$ cat src/rtl/onehot_encoder_pipe_if.sv
// Handshaked bus for the one-hot encoder: input vector side and encoded-index side.
interface onehot_encoder_pipe_if #(
  parameter int WIDTH_P = 10,
  parameter int IDX_W_P = $clog2(WIDTH_P + 1)
);
  logic               valid_i;
  logic               ready_o;
  logic [WIDTH_P-1:0] one_hot_i;
  logic [1:0]         mode_i;
  logic               valid_o;
  logic               ready_i;
  logic [IDX_W_P-1:0] binary_o;
  logic               zero_o;
  logic               err_o;

  modport slave (
    input  valid_i, one_hot_i, mode_i, ready_i,
    output ready_o, valid_o, binary_o, zero_o, err_o
  );

  modport master (
    output valid_i, one_hot_i, mode_i, ready_i,
    input  ready_o, valid_o, binary_o, zero_o, err_o
  );
endinterface

$ cat src/rtl/onehot_encoder_pipe.sv
// One-hot/multi-hot to binary index encoder with strict or priority decode,
// a 2-entry output FIFO and a saturating strict-mode error counter.
module onehot_encoder_pipe #(
  parameter int WIDTH_P     = 10,
  parameter int IDX_W_P     = $clog2(WIDTH_P + 1),
  parameter int ERR_CNT_W_P = 8
) (
  input  logic                   clk_i,
  input  logic                   rst_ni,
  onehot_encoder_pipe_if.slave   bus,
  input  logic                   clear_err_i,
  output logic [ERR_CNT_W_P-1:0] err_cnt_o
);

  typedef struct packed {
    logic [IDX_W_P-1:0] idx;
    logic               zero;
    logic               err;
  } entry_t;

  entry_t [1:0]           slot_q, slot_d;
  logic   [1:0]           count_q, count_d;
  logic [ERR_CNT_W_P-1:0] cnt_q, cnt_d;

  logic [IDX_W_P-1:0] lsb_idx, msb_idx;
  logic               multi, zero, strict;
  logic               push, pop, ready, valid;
  entry_t             enc;

  // Index is bit position + 1 so that 0 stays reserved for "no valid bit".
  always_comb begin
    lsb_idx = '0;
    msb_idx = '0;
    for (int i = WIDTH_P - 1; i >= 0; i--)
      if (bus.one_hot_i[i]) lsb_idx = IDX_W_P'(i + 1);
    for (int i = 0; i < WIDTH_P; i++)
      if (bus.one_hot_i[i]) msb_idx = IDX_W_P'(i + 1);
  end

  // v & (v-1) clears the lowest set bit; anything left means popcount >= 2.
  assign multi  = |(bus.one_hot_i & (bus.one_hot_i - WIDTH_P'(1)));
  assign zero   = ~|bus.one_hot_i;
  assign strict = (bus.mode_i[0] == bus.mode_i[1]);

  always_comb begin
    enc      = '0;
    enc.zero = zero;
    if (strict) begin
      enc.idx = multi ? '0 : lsb_idx;
      enc.err = multi;
    end else if (bus.mode_i == 2'b01) begin
      enc.idx = lsb_idx;
    end else begin
      enc.idx = msb_idx;
    end
  end

  assign ready = (count_q != 2'd2);
  assign valid = (count_q != 2'd0);
  assign push  = bus.valid_i && ready;
  assign pop   = valid && bus.ready_i;

  // Slot 0 is always the head; push+pop can only coincide at count 1.
  always_comb begin
    slot_d  = slot_q;
    count_d = count_q;
    if (push && pop) begin
      slot_d[0] = enc;
    end else if (pop) begin
      slot_d[0] = slot_q[1];
      slot_d[1] = '0;
      count_d   = count_q - 2'd1;
    end else if (push) begin
      if (count_q == 2'd0) slot_d[0] = enc;
      else                 slot_d[1] = enc;
      count_d = count_q + 2'd1;
    end
  end

  always_comb begin
    cnt_d = cnt_q;
    if (clear_err_i)
      cnt_d = '0;
    else if (push && strict && multi && !(&cnt_q))
      cnt_d = cnt_q + ERR_CNT_W_P'(1);
  end

  always_ff @(posedge clk_i or negedge rst_ni) begin
    if (!rst_ni) begin
      slot_q  <= '0;
      count_q <= '0;
      cnt_q   <= '0;
    end else begin
      slot_q  <= slot_d;
      count_q <= count_d;
      cnt_q   <= cnt_d;
    end
  end

  assign bus.ready_o  = ready;
  assign bus.valid_o  = valid;
  assign bus.binary_o = valid ? slot_q[0].idx  : '0;
  assign bus.zero_o   = valid ? slot_q[0].zero : 1'b0;
  assign bus.err_o    = valid ? slot_q[0].err  : 1'b0;
  assign err_cnt_o    = cnt_q;

endmodule
$ cat src/flat_wrapper.sv
// flat-port wrapper written by rule: the top's interface ports become plain ports
module onehot_encoder_pipe_flat 
#(
  parameter int WIDTH_P     = 10,
  parameter int IDX_W_P     = $clog2(WIDTH_P + 1),
  parameter int ERR_CNT_W_P = 8
)
  (clk_i, rst_ni, clear_err_i, err_cnt_o, bus_valid_i, bus_one_hot_i, bus_mode_i, bus_ready_i, bus_ready_o, bus_valid_o, bus_binary_o, bus_zero_o, bus_err_o);
  onehot_encoder_pipe_if #(.WIDTH_P(WIDTH_P), .IDX_W_P(IDX_W_P)) bus_i ();
  input  logic clk_i;
  input  logic rst_ni;
  input  logic clear_err_i;
  output logic [ERR_CNT_W_P-1:0] err_cnt_o;
  input wire logic [$bits(bus_i.valid_i)-1:0] bus_valid_i;
  input wire logic [$bits(bus_i.one_hot_i)-1:0] bus_one_hot_i;
  input wire logic [$bits(bus_i.mode_i)-1:0] bus_mode_i;
  input wire logic [$bits(bus_i.ready_i)-1:0] bus_ready_i;
  output wire logic [$bits(bus_i.ready_o)-1:0] bus_ready_o;
  output wire logic [$bits(bus_i.valid_o)-1:0] bus_valid_o;
  output wire logic [$bits(bus_i.binary_o)-1:0] bus_binary_o;
  output wire logic [$bits(bus_i.zero_o)-1:0] bus_zero_o;
  output wire logic [$bits(bus_i.err_o)-1:0] bus_err_o;
  assign bus_i.valid_i = bus_valid_i;
  assign bus_i.one_hot_i = bus_one_hot_i;
  assign bus_i.mode_i = bus_mode_i;
  assign bus_i.ready_i = bus_ready_i;
  assign bus_ready_o = bus_i.ready_o;
  assign bus_valid_o = bus_i.valid_o;
  assign bus_binary_o = bus_i.binary_o;
  assign bus_zero_o = bus_i.zero_o;
  assign bus_err_o = bus_i.err_o;
  onehot_encoder_pipe #(.WIDTH_P(WIDTH_P), .IDX_W_P(IDX_W_P), .ERR_CNT_W_P(ERR_CNT_W_P)) u_core (.clk_i(clk_i), .rst_ni(rst_ni), .bus(bus_i), .clear_err_i(clear_err_i), .err_cnt_o(err_cnt_o));
endmodule
$ cat config.mk
export PLATFORM = sky130hd
export DESIGN_NAME = onehot_encoder_pipe_flat
export DESIGN_NICKNAME = d
export VERILOG_FILES = /design/src/rtl/onehot_encoder_pipe_if.sv /design/src/rtl/onehot_encoder_pipe.sv /design/src/flat_wrapper.sv
export SDC_FILE = /design/constraint.sdc
export NUM_CORES = 1
export LEC_CHECK = 0
export ABC_AREA = 1
export CORE_ASPECT_RATIO = 0.75
export CORE_UTILIZATION = 51
export CTS_CLUSTER_SIZE = 8
export DETAILED_ROUTE_END_ITERATION = 6
export PLACE_DENSITY = 0.79
export SLEW_MARGIN = 0
export SYNTH_ARGS = -nofsm -noshare
export SYNTH_HDL_FRONTEND = slang
export SYNTH_SLANG_ARGS = --single-unit
$ cat constraint.sdc
create_clock -name clk_i -period 1.97 [get_ports clk_i]
set_clock_uncertainty 0.05 [all_clocks]
set_input_delay 0.2955 -clock clk_i [delete_from_list [all_inputs] [get_ports clk_i]]
set_output_delay 0.2955 -clock clk_i [all_outputs]
set_load 0.02 [all_outputs]
## Yosys cells after proc, flatten, opt, wreduce, memory -nomap -nowiden

Index checks and enable logic that the tools add are counted.

- Register bits after elaboration: 22
- Input bits: 17
- Logic and storage cells: 74
- Output and inout port bits: 16

- Equal/unequal tests: 4
- Reductions and logical operators: 20
- Add/subtract/negate cells: 4
- Muxes and demuxes: 36
- Bitwise logic cells: 2

Operators with widths:

| operator | number |
|---|---|
| two-way mux 4 bit | 17 |
| two-way mux 12 bit | 2 |
| OR reduction 10 bit | 2 |
| two-way mux 6 bit | 3 |
| two-way mux 8 bit | 2 |
| two-way mux 3 bit | 4 |
| bitwise AND 10 bit | 1 |
| subtractor 10 x 1 -> 10 bit, second input constant | 1 |
| adder 8 x 1 -> 8 bit, second input constant | 1 |
| two-way mux 2 bit | 4 |
| AND reduction 8 bit | 1 |
| logical AND 1 bit | 6 |
| nonzero test 2 bit | 3 |
| nonzero test 3 bit | 2 |
| two-way mux 1 bit | 4 |
| AND reduction 2 bit | 2 |
| AND reduction 3 bit | 1 |
| adder 2 x 1 -> 2 bit, second input constant | 1 |
| equality test 2 x 1 -> 1 bit, second input constant | 1 |
| logical NOT 1 bit | 2 |
| logical NOT 2 bit | 1 |
| != test 2 x 1 -> 1 bit, second input constant | 1 |
| != test 2 bit, second input constant | 1 |
| subtractor 2 x 1 -> 2 bit, second input constant | 1 |
| other kinds (2) | 2 |

## Logic depth before layout (Yosys ltp)

Gate-level depths: netlist of run 1.

- Depth after elaboration: 16
- Depth in mapped cells: 15
- Gate-level depth less buffers: 15

## Least setup slack after synthesis of run 1

No wires, ideal clock.

- Kind: register -> register
- From: reg u_core.count_q[0]
- To: reg u_core.slot_q[2] (netlist name)
- Arrival: 1.613 ns
- Cell stages (with the launch flop): 12
- Path slack: 0.191 ns
- Data required time: 1.804 ns
- Buffers on the path: 0
- Clock period less this slack: 1.779 ns
- Cell sequence: dfrtp_1 -> inv_1 -> nand2_1 -> nand2_1 -> clkinv_1 -> ha_1 -> nor2_4 -> inv_2 -> o21ai_0 -> inv_1 -> nand2_1 -> nand2_1

- Longest elaborated chain between the ends: 5
- Elaborated cells between the ends (all ways): 11
- Classes of those cells: eq/ne (1); mux (2); reduce/logical (8)

Ends and longest elaborated chain:

| item | line | text |
|---|---|---|
| start, declared | onehot_encoder_pipe.sv:22 | `logic [1:0] count_q, count_d;` |
| start signal, assigned | onehot_encoder_pipe.sv:95 | `count_q <= count_d;` |
| != test 2 bit (*) | onehot_encoder_pipe.sv:58 | `assign ready = (count_q != 2'd2);` |
| named net bus_ready_o | flat_wrapper.sv:18 | `output wire logic [$bits(bus_i.ready_o)-1:0] bus_ready_o;` |
| logical AND 1 bit (*) | onehot_encoder_pipe.sv:60 | `assign push = bus.valid_i && ready;` |
| logical AND 1 bit | onehot_encoder_pipe.sv:67 | `if (push && pop) begin` |
| nonzero test 3 bit (no source line) | - |  |
| AND reduction 2 bit (no source line) | - |  |
| end signal, assigned | onehot_encoder_pipe.sv:94 | `slot_q <= slot_d;` |
| end, declared | onehot_encoder_pipe.sv:21 | `entry_t [1:0] slot_q, slot_d;` |

Mark *: on every way through the listed nets, which the timed path passes. The rest lies on a longest branch.
A chain may end at the register's enable or synchronous reset.

## Final worst setup path of run 1

- From: reg u_core.count_q[1]
- To: out bus_binary_o[3]

- Longest elaborated chain between the ends: 2

Ends and longest elaborated chain:

| item | line | text |
|---|---|---|
| nonzero test 2 bit | onehot_encoder_pipe.sv:59 | `assign valid = (count_q != 2'd0);` |
| two-way mux 4 bit | onehot_encoder_pipe.sv:102 | `assign bus.binary_o = valid ? slot_q[0].idx : '0;` |
| end, declared | flat_wrapper.sv:20 | `output wire logic [$bits(bus_i.binary_o)-1:0] bus_binary_o;` |

No other way between the ends.

==> results of run 1 <==
## registers in the layout, indices dropped and copies added (netlist names)
register / cells
u_core.err_cnt_o: 8
u_core.slot_q: 12
u_core.count_q: 2
## power by group
| part | internal (mW) | switching, mW | total (mW) |
|---|---|---|---|
| Combinational | 0.460 | 0.596 | 1.06 |
| Sequential | 0.575 | 0.0805 | 0.655 |
| Clock | 0.272 | 0.152 | 0.423 |
## per-layer routing
layer / global-route usage [%] / vias up / share of wire [%]
met5: 0 / - / 0
met4: 5.32 / 0 / 0.53
met2: 39.1 / 43 / 44
li1: - / 800 / -
met3: 5.32 / 4 / 5.2
met1: 38.4 / 692 / 50
## worst max-delay path: cells and delay by family, from the launching register on
family | cells | cell delay (ns)
AND/OR/NAND/NOR | 2 | 0.15
buffers and inverters | 2 | 0.73
flip-flops | 1 | 0.42
## worst paths after layout
kind	startpoint	endpoint	slack (ns)
max in group asynchronous	rst_ni	u_core.count_q[0]	1.29
worst min register to register	u_core.slot_q[11]	u_core.slot_q[11]	0.44
worst max-delay path	u_core.count_q[1]	bus_binary_o[3]	0.06
worst max register to register	u_core.count_q[1]	u_core.slot_q[8]	0.20
worst min-delay path	rst_ni	u_core.slot_q[6]	0.33
min in group clk_i	u_core.slot_q[11]	u_core.slot_q[11]	0.44
## repair_timing
item | CTS | global route
setup buffers | 2 | 0
setup endpoints to repair | 1 | 6
resized for setup | 1 | 5
pin swaps | 1 | 0
## cell usage after synthesis, drive strengths merged
cell	n	area share, %
xor2	6	3.4
clkbuf	1	0.24
clkinv	1	0.24
a21boi	1	0.72
nand4	1	1.4
o22ai	3	1.2
ha	4	3.2
a21oi	9	2.9
o211ai	2	0.96
nand3b	1	0.48
nand2	71	19
nand3	19	6.9
nor3	1	0.32
nor2	29	10
dfrtp	22	35
inv	35	8.4
o21ai	18	5.8
## kinds of logic after synthesis
group	after synthesis
buffers and inverters	37
DFF	22
and+or+nand+nor	122
xor gates and xnor gates	6
adders and majority gates	4
AOI/OAI and AO/OA	33
## layout make-up
class                   count  area share (%)
repair buffers             45            21.1
flip-flops and latches     22            25.9
clock inverters             1            1.41
clock buffers               3            1.94
inverters                  36            6.35
well taps                  38            2.23
multi-input cells         165            41.1
## stage by stage
stage	utilization, %	setup slack (ns)	hold WS, ns
final	72.5	0.0592	0.326
after global routing	72.5	0.000209	0.344
after CTS	72.3	0.00496	0.334
after detailed placement	68.9	-0.0186	0.417
after global placement	68.9	-0.0140	0.420
after floorplan	-	0.191	-0.0501
==> metrics.txt, run 1 <==
# TYPE chip_impl_metric gauge
chip_impl_metric{name="wire_length_of_the_first_global_routing_pass",unit="µm"} 6600
chip_impl_metric{name="synth_xor_xnor_area_share",unit="%"} 3.36
chip_impl_info{name="crit_type",value="flop to primary output"} 1
chip_impl_metric{name="antennaDiodeCount",unit=""} 0
chip_impl_metric{name="synthAdderAreaFrac",unit="%"} 3.20
chip_impl_metric{name="final-instance-count-excl-fill",unit=""} 310
chip_impl_metric{name="count_of_filler_cells_inserted_in_the_layout",unit=""} 251
chip_impl_metric{name="tritoncts.num_buffers",unit=""} 3
chip_impl_metric{name="clkTransAtPathRegs",unit="ns"} 0.08
chip_impl_metric{name="finalCriticalPeriod",unit="ns"} 1.91
chip_impl_metric{name="remaining_drc_errors",unit=""} 0
chip_impl_metric{name="first_global_vias",unit=""} 1487
chip_impl_info{name="min_path_type",value="input port to async pin"} 1
chip_impl_metric{name="synth_fp_nets",unit=""} 245
chip_impl_metric{name="cts.htree.levels",unit=""} 1
chip_impl_metric{name="clk_lat_worst_skew",unit="ns"} 0.26
chip_impl_info{name="layout.cells.most_common_list",value="64 x nand2_1, 28 x clkdlybuf4s50_1, 27 x inv_1"} 1
chip_impl_metric{name="via_count",unit=""} 1539
chip_impl_metric{name="ys_warn_count",unit=""} 0
chip_impl_info{name="final_common_cell",value="nand2_1"} 1
chip_impl_metric{name="gpl.final_weighted_congestion",unit=""} 0.932
chip_impl_metric{name="core",unit="µm²"} 2940
chip_impl_info{name="tritoncts",value="built"} 1
chip_impl_metric{name="maximum_number_of_pins_on_one_net_before_global_route_repair",unit=""} 23
chip_impl_info{name="path_cells",value="nor2_4 > buf_12 > nor2_1 > clkdlybuf4s50_1"} 1
chip_impl_metric{name="data_arrival_time_of_the_worst_path",unit="ns"} 1.57
chip_impl_metric{name="global_route.usage.total",unit="%"} 26.0
chip_impl_metric{name="fmaxAchievable",unit="MHz"} 523
chip_impl_metric{name="power.ir.vdd_worst",unit="µV"} 562
chip_impl_metric{name="hpwlAfterDp",unit="µm"} 2830
chip_impl_info{name="startpoint_type",value="flop"} 1
chip_impl_metric{name="cts_max_path_buffers",unit=""} 2
chip_impl_metric{name="area_share_of_and_or_nand_nor_cells_after_synthesis",unit="%"} 37.8
chip_impl_metric{name="sequential_cell_area",unit="µm²"} 552
chip_impl_metric{name="route.antenna.remaining_nets",unit=""} 0
chip_impl_metric{name="post-place-cells",unit=""} 304
chip_impl_metric{name="yosysUniqueCellTypes",unit=""} 24
chip_impl_metric{name="worst_path_max_stage_delay",unit="ns"} 0.60
chip_impl_metric{name="syn-instance-count",unit=""} 224
chip_impl_info{name="highest_delay_cell_along_the_critical_path",value="clkdlybuf4s50_1"} 1
chip_impl_metric{name="multiplexer_share_of_the_synthesized_area",unit="%"} 0
chip_impl_metric{name="setup_total_negative_slack",unit="ns"} 0
chip_impl_info{name="combinational_family_with_the_most_area_after_synthesis",value="simple AND/OR/NAND/NOR gates"} 1
chip_impl_metric{name="drtPass1Iterations",unit=""} 4
chip_impl_metric{name="final_area",unit="µm²"} 2130
chip_impl_metric{name="slew_headroom",unit="%"} 63.1
chip_impl_metric{name="mappedNetlistArea",unit="µm²"} 1560
chip_impl_metric{name="core.rowCount",unit=""} 17
chip_impl_metric{name="routedWlPerCell",unit="µm"} 12.2
chip_impl_metric{name="postCtsHoldBufs",unit=""} 0
chip_impl_metric{name="area_used_by_multi_input_combinational_logic",unit="µm²"} 875
chip_impl_info{name="clockRootBuffer",value="clkbuf_8"} 1
chip_impl_metric{name="pin_count",unit=""} 33
chip_impl_metric{name="power.static_leakage",unit="nW"} 1.11
chip_impl_metric{name="critical_path.max_fanout",unit=""} 6
chip_impl_metric{name="slew_viol_final",unit=""} 0
chip_impl_info{name="status",value="finished, final reports clean"} 1
chip_impl_metric{name="first_iter_violations",unit=""} 137
chip_impl_metric{name="cp.required",unit="ns"} 1.62
chip_impl_metric{name="die_width",unit="µm"} 65.9
chip_impl_metric{name="floorplan.die_area",unit="µm²"} 3290
chip_impl_metric{name="layout-area-overhead-vs-synth",unit="%"} 36.2
chip_impl_metric{name="worst_r2r_path_depth",unit=""} 9
chip_impl_metric{name="dpl_cell_area",unit="µm²"} 2020
chip_impl_metric{name="slew_of_the_pin_with_the_lowest_slew_margin",unit="ns"} 0.551
chip_impl_metric{name="final.period_utilization",unit="%"} 97.0
chip_impl_info{name="endpoint_kind_of_the_worst_setup_timing_path",value="primary output"} 1
chip_impl_metric{name="drt-total-wl",unit="µm"} 3780
chip_impl_metric{name="die_y",unit="µm"} 50.0
chip_impl_metric{name="globalRouteOverflowTotal",unit=""} 0
chip_impl_metric{name="p_per_area",unit="nW/µm²"} 1000
chip_impl_metric{name="clkSinkCount",unit=""} 22
chip_impl_info{name="rsz0062_at_grt",value="no"} 1
chip_impl_metric{name="hold_viol",unit=""} 0
chip_impl_metric{name="number_of_endpoints_failing_setup_at_the_final_stage",unit=""} 0
chip_impl_metric{name="place.port_buffers",unit=""} 32
chip_impl_metric{name="drive_above_1_share",unit="%"} 16.5
chip_impl_metric{name="routed_via_density",unit=""} 4.96
chip_impl_metric{name="total_power",unit="mW"} 2.14
chip_impl_metric{name="maxCapViolations",unit=""} 0
chip_impl_metric{name="complex_gate_fraction_of_the_synthesized_area",unit="%"} 11.5
chip_impl_metric{name="synth_seq_cells",unit=""} 22
chip_impl_metric{name="syn_area_per_cell",unit="µm²"} 6.98
chip_impl_metric{name="antenna_found_initial",unit=""} 0
chip_impl_metric{name="initial_utilization",unit="%"} 53.3
chip_impl_metric{name="nets",unit=""} 294
chip_impl_metric{name="seq_area_frac_synth",unit="%"} 35.2
Note: power is estimated with default switching activity, not from simulation.
==> run 2: changes to the inputs <==
--- a/config.mk
+++ b/config.mk
@@ -10,6 +10,7 @@
 export CORE_UTILIZATION = 51
 export CTS_CLUSTER_SIZE = 8
 export DETAILED_ROUTE_END_ITERATION = 6
+export GPL_TIMING_DRIVEN = 0
 export PLACE_DENSITY = 0.79
 export SLEW_MARGIN = 0
 export SYNTH_ARGS = -nofsm -noshare
==> run 2 against run 1 <==
Effect of this change: routed wire length down 8.4%; total power is 4.3% lower; clock-buffer cell count stayed put; worst setup slack worse by 0.020 ns; first-iteration DRC count shrank 47%; largest power group unchanged.
==> metrics.txt, run 2 (synthesis results as in run 1) <==
# TYPE chip_impl_metric gauge
chip_impl_info{name="rsz0062_at_grt",value="yes"} 1
chip_impl_metric{name="cp.required",unit="ns"} 1.62
chip_impl_metric{name="critical_path.max_fanout",unit=""} 5
chip_impl_metric{name="globalRouteOverflowTotal",unit=""} 0
chip_impl_metric{name="met3_track_utilization_from_global_routing",unit="%"} 4.17
chip_impl_info{name="status",value="finished, final reports clean"} 1
chip_impl_metric{name="fin_util",unit="%"} 68.8
chip_impl_metric{name="cts.htree.levels",unit=""} 1
chip_impl_metric{name="postCtsHoldBufs",unit=""} 0
chip_impl_metric{name="gpl.final_weighted_congestion",unit=""} 0.818
chip_impl_info{name="tritoncts",value="built"} 1
chip_impl_metric{name="place.port_buffers",unit=""} 32
chip_impl_info{name="grt_busiest_layer",value="met2"} 1
chip_impl_metric{name="drt-total-wl",unit="µm"} 3460
chip_impl_metric{name="via_count",unit=""} 1480
chip_impl_info{name="endpoint_kind_of_the_worst_setup_timing_path",value="primary output"} 1
chip_impl_metric{name="worst_path_max_stage_delay",unit="ns"} 0.61
chip_impl_info{name="startpoint_type",value="flop"} 1
chip_impl_metric{name="nets",unit=""} 283
chip_impl_metric{name="postCtsSetupBuffers",unit=""} 0
chip_impl_metric{name="slew_headroom",unit="%"} 33.9
chip_impl_metric{name="finalCriticalPeriod",unit="ns"} 1.93
chip_impl_info{name="crit_type",value="flop to primary output"} 1
chip_impl_metric{name="hold_viol",unit=""} 0
chip_impl_metric{name="clkTransAtPathRegs",unit="ns"} 0.08
chip_impl_info{name="top_register",value="u_core.slot_q"} 1
chip_impl_info{name="layout.cells.most_common_list",value="64 x nand2_1, 31 x clkdlybuf4s50_1, 27 x inv_1"} 1
chip_impl_info{name="highest_delay_cell_along_the_critical_path",value="clkdlybuf4s50_1"} 1
chip_impl_info{name="path_cells",value="nor2_4 > nor2_1 > clkdlybuf4s50_1"} 1
chip_impl_metric{name="pin_count",unit=""} 33
chip_impl_metric{name="power.static_leakage",unit="nW"} 1.00
chip_impl_metric{name="drive_above_1_share",unit="%"} 13.0
chip_impl_metric{name="total_power",unit="mW"} 2.04
chip_impl_metric{name="p_per_area",unit="nW/µm²"} 1010
chip_impl_metric{name="tritoncts.num_buffers",unit=""} 3
chip_impl_metric{name="routedWlPerCell",unit="µm"} 11.6
chip_impl_metric{name="setup_total_negative_slack",unit="ns"} 0
chip_impl_metric{name="core.rowCount",unit=""} 17
chip_impl_metric{name="antenna_found_initial",unit=""} 0
chip_impl_metric{name="hpwlAfterDp",unit="µm"} 2580
chip_impl_metric{name="final.period_utilization",unit="%"} 98.0
chip_impl_metric{name="wire_length_of_the_first_global_routing_pass",unit="µm"} 6070
chip_impl_info{name="clockRootBuffer",value="clkbuf_8"} 1
chip_impl_metric{name="met1_usage",unit="%"} 35.7
chip_impl_metric{name="maxCapViolations",unit=""} 0
chip_impl_metric{name="antennaDiodeCount",unit=""} 0
chip_impl_metric{name="largest_reg_flops",unit=""} 12
chip_impl_metric{name="power.ir.vdd_worst",unit="µV"} 636
chip_impl_metric{name="fmaxAchievable",unit="MHz"} 518
chip_impl_metric{name="remaining_drc_errors",unit=""} 0
chip_impl_info{name="final_common_cell",value="nand2_1"} 1
chip_impl_metric{name="core",unit="µm²"} 2940
chip_impl_metric{name="slew_of_the_pin_with_the_lowest_slew_margin",unit="ns"} 0.989
chip_impl_metric{name="layout-area-overhead-vs-synth",unit="%"} 29.0
chip_impl_metric{name="die_width",unit="µm"} 65.9
chip_impl_metric{name="route.antenna.remaining_nets",unit=""} 0
chip_impl_metric{name="clk_lat_worst_skew",unit="ns"} 0.26
chip_impl_metric{name="initial_utilization",unit="%"} 53.3
chip_impl_metric{name="slew_viol_final",unit=""} 0
chip_impl_metric{name="first_iter_violations",unit=""} 73
chip_impl_metric{name="floorplan.die_area",unit="µm²"} 3290
chip_impl_info{name="min_path_type",value="flop to flop"} 1
chip_impl_metric{name="clkSinkCount",unit=""} 22
chip_impl_metric{name="number_of_endpoints_failing_setup_at_the_final_stage",unit=""} 0
chip_impl_metric{name="global_route.usage.total",unit="%"} 24.1
chip_impl_metric{name="maximum_number_of_pins_on_one_net_before_global_route_repair",unit=""} 23
chip_impl_metric{name="gr-usage-met2",unit="%"} 37.2
chip_impl_metric{name="routed_via_density",unit=""} 4.95
chip_impl_metric{name="drtPass1Iterations",unit=""} 4
chip_impl_metric{name="die_y",unit="µm"} 50.0
chip_impl_metric{name="cts_max_path_buffers",unit=""} 2
chip_impl_metric{name="data_arrival_time_of_the_worst_path",unit="ns"} 1.59
chip_impl_metric{name="first_global_vias",unit=""} 1358
## run 2: timing repair
action,4_1_cts,5_1_grt
endpoints found under the setup margin,1,12
resized for setup,0,4
pin swaps,1,0
gates cloned,1,0
## run 2: stage by stage
stage	hold slack, ns	area (µm²)	setup WS (ns)	cells
floorplan	-0.0501	1560	0.191	224
global placement	0.417	1930	-0.160	294
detailed placement	0.420	1930	-0.152	294
CTS	0.444	2010	0.00504	299
global route	0.468	2020	-0.0226	299
finish	0.445	2020	0.0391	299
## run 2: routing by layer
layer | wire length [µm] | vias up
li1 | - | 781
met1 | 1830 | 659
met2 | 1480 | 38
met3 | 143 | 2
met4 | 10 | 0
met5 | 0 | -
## run 2: critical path: cells and delay by family (launching register included)
kind | cells | cell delay (ns)
buffers and inverters | 1 | 0.61
DFF | 1 | 0.50
and+or+nand+nor | 2 | 0.22
## run 2: report_power, final
part | total (mW) | internal (mW) | switching, mW
sequential | 0.675 | 0.575 | 0.100
combinational | 0.946 | 0.379 | 0.568
clock | 0.421 | 0.271 | 0.150
total | 2.04 | 1.22 | 0.818
## run 2: final timing paths
kind	startpoint	endpoint	slack (ns)	cells past startpoint
worst min-delay path	u_core.slot_q[2]	u_core.slot_q[2]	0.44	2
worst max register to register	u_core.count_q[0]	u_core.slot_q[2]	0.20	11
worst min register to register	u_core.slot_q[2]	u_core.slot_q[2]	0.44	2
worst max-delay path	u_core.count_q[1]	bus_binary_o[3]	0.04	3
max in group asynchronous	rst_ni	u_core.count_q[0]	0.68	1
min in group asynchronous	rst_ni	u_core.slot_q[2]	0.52	1
## run 2: area by class of cell
| type | count | area, µm² |
|---|---|---|
| plain buffers | 1 | 3.75 |
| clock buffers | 3 | 41.3 |
| clock inverters | 1 | 30.0 |
| fillers | 256 | 917 |
| inverters | 36 | 135 |
| multi-input cells | 166 | 886 |
| flip-flops and latches | 22 | 552 |
| well taps | 38 | 47.5 |
| repair buffers | 32 | 323 |
==> run 3: changes to the inputs <==
--- a/config.mk
+++ b/config.mk
@@ -7,11 +7,13 @@
 export LEC_CHECK = 0
 export ABC_AREA = 1
 export CORE_ASPECT_RATIO = 0.75
-export CORE_UTILIZATION = 51
+export CORE_UTILIZATION = 62
+export CTS_CLUSTER_DIAMETER = 30
 export CTS_CLUSTER_SIZE = 8
 export DETAILED_ROUTE_END_ITERATION = 6
+export DONT_BUFFER_PORTS = 1
 export GPL_TIMING_DRIVEN = 0
-export PLACE_DENSITY = 0.79
+export PLACE_DENSITY = 0.77
 export SLEW_MARGIN = 0
 export SYNTH_ARGS = -nofsm -noshare
 export SYNTH_HDL_FRONTEND = slang
==> run 3 against run 2 <==
Effect of this change: critical path depth increased by 7; core utilization increased by 5.0 points; largest cell class unchanged; total power decreased by 12%; sequential cell count unchanged; highest routed layer unchanged.
==> metrics.txt, run 3 (synthesis results as in run 1) <==
# TYPE chip_impl_metric gauge
chip_impl_metric{name="final.period_utilization",unit="%"} 92.8
chip_impl_metric{name="maxCapViolations",unit=""} 0
chip_impl_metric{name="slew_viol_final",unit=""} 0
chip_impl_metric{name="maximum_number_of_pins_on_one_net_before_global_route_repair",unit=""} 23
chip_impl_metric{name="die_width",unit="µm"} 60.0
chip_impl_metric{name="hold_viol",unit=""} 0
chip_impl_metric{name="power.ir.vdd_worst",unit="µV"} 534
chip_impl_metric{name="drt-total-wl",unit="µm"} 3390
chip_impl_metric{name="core",unit="µm²"} 2350
chip_impl_info{name="endpoint_kind_of_the_worst_setup_timing_path",value="flop"} 1
chip_impl_metric{name="initial_utilization",unit="%"} 66.7
chip_impl_metric{name="first_global_vias",unit=""} 1248
chip_impl_metric{name="layout-area-overhead-vs-synth",unit="%"} 10.6
chip_impl_metric{name="final_area",unit="µm²"} 1730
chip_impl_info{name="startpoint_type",value="flop"} 1
chip_impl_metric{name="global_route.usage.total",unit="%"} 27.5
chip_impl_metric{name="cts_max_path_buffers",unit=""} 2
chip_impl_metric{name="via_count",unit=""} 1475
chip_impl_metric{name="post-place-cells",unit=""} 258
chip_impl_metric{name="slew_of_the_pin_with_the_lowest_slew_margin",unit="ns"} 0.960
chip_impl_metric{name="critical_path.max_fanout",unit=""} 9
chip_impl_metric{name="pin_count",unit=""} 33
chip_impl_metric{name="largest_reg_flops",unit=""} 12
chip_impl_metric{name="hold_depth",unit=""} 3
chip_impl_metric{name="drtPass1Iterations",unit=""} 5
chip_impl_metric{name="final-instance-count-excl-fill",unit=""} 270
chip_impl_metric{name="antenna_found_initial",unit=""} 0
chip_impl_metric{name="pwr-share-seq",unit="%"} 37.2
chip_impl_metric{name="floorplan.die_area",unit="µm²"} 2730
chip_impl_metric{name="tritoncts.num_buffers",unit=""} 3
chip_impl_metric{name="routedWlPerCell",unit="µm"} 12.5
chip_impl_metric{name="core.rowCount",unit=""} 15
chip_impl_info{name="min_path_type",value="input port to flop"} 1
chip_impl_info{name="status",value="finished, final reports clean"} 1
chip_impl_metric{name="cts.htree.levels",unit=""} 1
chip_impl_info{name="crit_type",value="flop to flop"} 1
chip_impl_metric{name="power_switching_share",unit="%"} 42.5
chip_impl_metric{name="fmaxAchievable",unit="MHz"} 547
chip_impl_metric{name="routed_via_density",unit=""} 5.46
chip_impl_metric{name="die_y",unit="µm"} 45.5
chip_impl_metric{name="clk_lat_worst_skew",unit="ns"} 0.31
chip_impl_metric{name="p_per_area",unit="nW/µm²"} 1040
chip_impl_metric{name="finalCriticalPeriod",unit="ns"} 1.83
chip_impl_metric{name="dpl_cell_area",unit="µm²"} 1610
chip_impl_metric{name="switching_component_of_the_power",unit="mW"} 0.765
chip_impl_info{name="highest_delay_cell_along_the_critical_path",value="dfrtp_2"} 1
chip_impl_metric{name="clkTransAtPathRegs",unit="ns"} 0.14
chip_impl_metric{name="first_iter_violations",unit=""} 75
chip_impl_metric{name="gpl.final_weighted_congestion",unit=""} 0.836
chip_impl_info{name="path_cells",value="ha_1 > nand2_1 > inv_2 > nand2_1 > nor2_1 > nand3_1 > nand4_4 > nand2_2 > nand2_1 > nand2_1"} 1
chip_impl_metric{name="place.port_buffers",unit=""} 0
chip_impl_metric{name="route.antenna.remaining_nets",unit=""} 0
chip_impl_metric{name="wire_length_of_the_first_global_routing_pass",unit="µm"} 5530
chip_impl_info{name="clockRootBuffer",value="clkbuf_4"} 1
chip_impl_info{name="final_common_cell",value="nand2_1"} 1
chip_impl_metric{name="clkSinkCount",unit=""} 22
chip_impl_metric{name="worst_path_max_stage_delay",unit="ns"} 0.49
chip_impl_metric{name="worst_r2r_path_depth",unit=""} 10
chip_impl_metric{name="data_arrival_time_of_the_worst_path",unit="ns"} 1.98
chip_impl_metric{name="remaining_drc_errors",unit=""} 0
chip_impl_metric{name="drive_above_1_share",unit="%"} 18.2
chip_impl_metric{name="cp.required",unit="ns"} 2.12
chip_impl_info{name="layout.cells.most_common_list",value="62 x nand2_1, 27 x inv_1, 20 x nor2_1"} 1
chip_impl_metric{name="worst_hold_slack",unit="ns"} 0.0800
chip_impl_info{name="tritoncts",value="built"} 1
chip_impl_metric{name="nets",unit=""} 258
chip_impl_metric{name="slew_headroom",unit="%"} 35.8
chip_impl_metric{name="globalRouteOverflowTotal",unit=""} 0
chip_impl_metric{name="antennaDiodeCount",unit=""} 0
chip_impl_metric{name="number_of_endpoints_failing_setup_at_the_final_stage",unit=""} 0
chip_impl_metric{name="combPwrFrac",unit="%"} 43.7
chip_impl_metric{name="intPower",unit="mW"} 1.04
chip_impl_metric{name="clock_network_fraction_of_total_power",unit="%"} 19.2
chip_impl_info{name="critical_path.most_common_cell",value="nand2_1"} 1
chip_impl_metric{name="hpwlAfterDp",unit="µm"} 2660
chip_impl_info{name="top_register",value="u_core.slot_q"} 1
chip_impl_metric{name="power.static_leakage",unit="nW"} 0.896
## run 3: cell type report
cell class / instances / area, µm²
plain buffers: 1 / 3.75
multi-input cells: 165 / 880
clock inverters: 1 / 30.0
repair buffers: 8 / 62.6
well taps: 34 / 42.5
flip-flops and latches: 22 / 554
inverters: 36 / 135
fillers: 184 / 616
clock buffers: 3 / 22.5
## run 3: path summary, 6_finish.rpt
check	startpoint	end	slack [ns]
max	u_core.err_cnt_o[0]	u_core.err_cnt_o[4]	0.14
min	clear_err_i	u_core.err_cnt_o[0]	0.08
max reg2reg	u_core.err_cnt_o[0]	u_core.err_cnt_o[4]	0.14
min reg2reg	u_core.slot_q[3]	u_core.slot_q[3]	0.45
max in group asynchronous	rst_ni	u_core.count_q[0]	0.69
min in group asynchronous	rst_ni	u_core.slot_q[5]	0.51
## run 3: critical path, delay by kind of cell, from the launching register on
family	cells	cell delay [ns]
buffers and inverters	1	0.09
adder cells (fa/ha/maj)	1	0.19
flip-flops	1	0.49
AND/OR/NAND/NOR	8	0.89
## run 3: metrics by stage
step / utilization [%] / setup WS (ns) / power, mW / setup TNS (ns)
after floorplan: - / 0.191 / 1.25 / 0
after detailed placement: 68.5 / -0.00967 / 1.38 / -0.00967
after global placement: 68.5 / 0.0727 / 1.34 / 0
after global routing: 73.8 / -0.00387 / 1.95 / -0.00508
after CTS: 71.3 / 0.0465 / 1.73 / 0
final: 73.8 / 0.141 / 1.80 / 0
## run 3: timing repair
action	CTS	global route
gates cloned	0	0
hold buffers	1	0
gates resized for setup	1	4
endpoints found under the setup margin	3	14
buffers inserted	0	7
hold endpoints to repair	22	0
pin swaps	0	2
## run 3: layer usage
metal | up-vias | global-route usage (%) | part of all wire, %
met5 | - | 0 | 0
met4 | 0 | 6.51 | 1.4
met3 | 8 | 6.82 | 5.7
met1 | 675 | 37.5 | 47
li1 | 735 | - | -
met2 | 57 | 44.2 | 46
## run 3: power by group through the flow
stage          Sequential (mW)  Clock, mW  Combinational [mW]
2_1_floorplan            0.653          0               0.595
3_3_place_gp             0.664          0               0.678
3_5_place_dp             0.671          0               0.705
4_1_cts                  0.664      0.345               0.725
5_1_grt                  0.687      0.372               0.890
6_report                 0.670      0.345               0.786
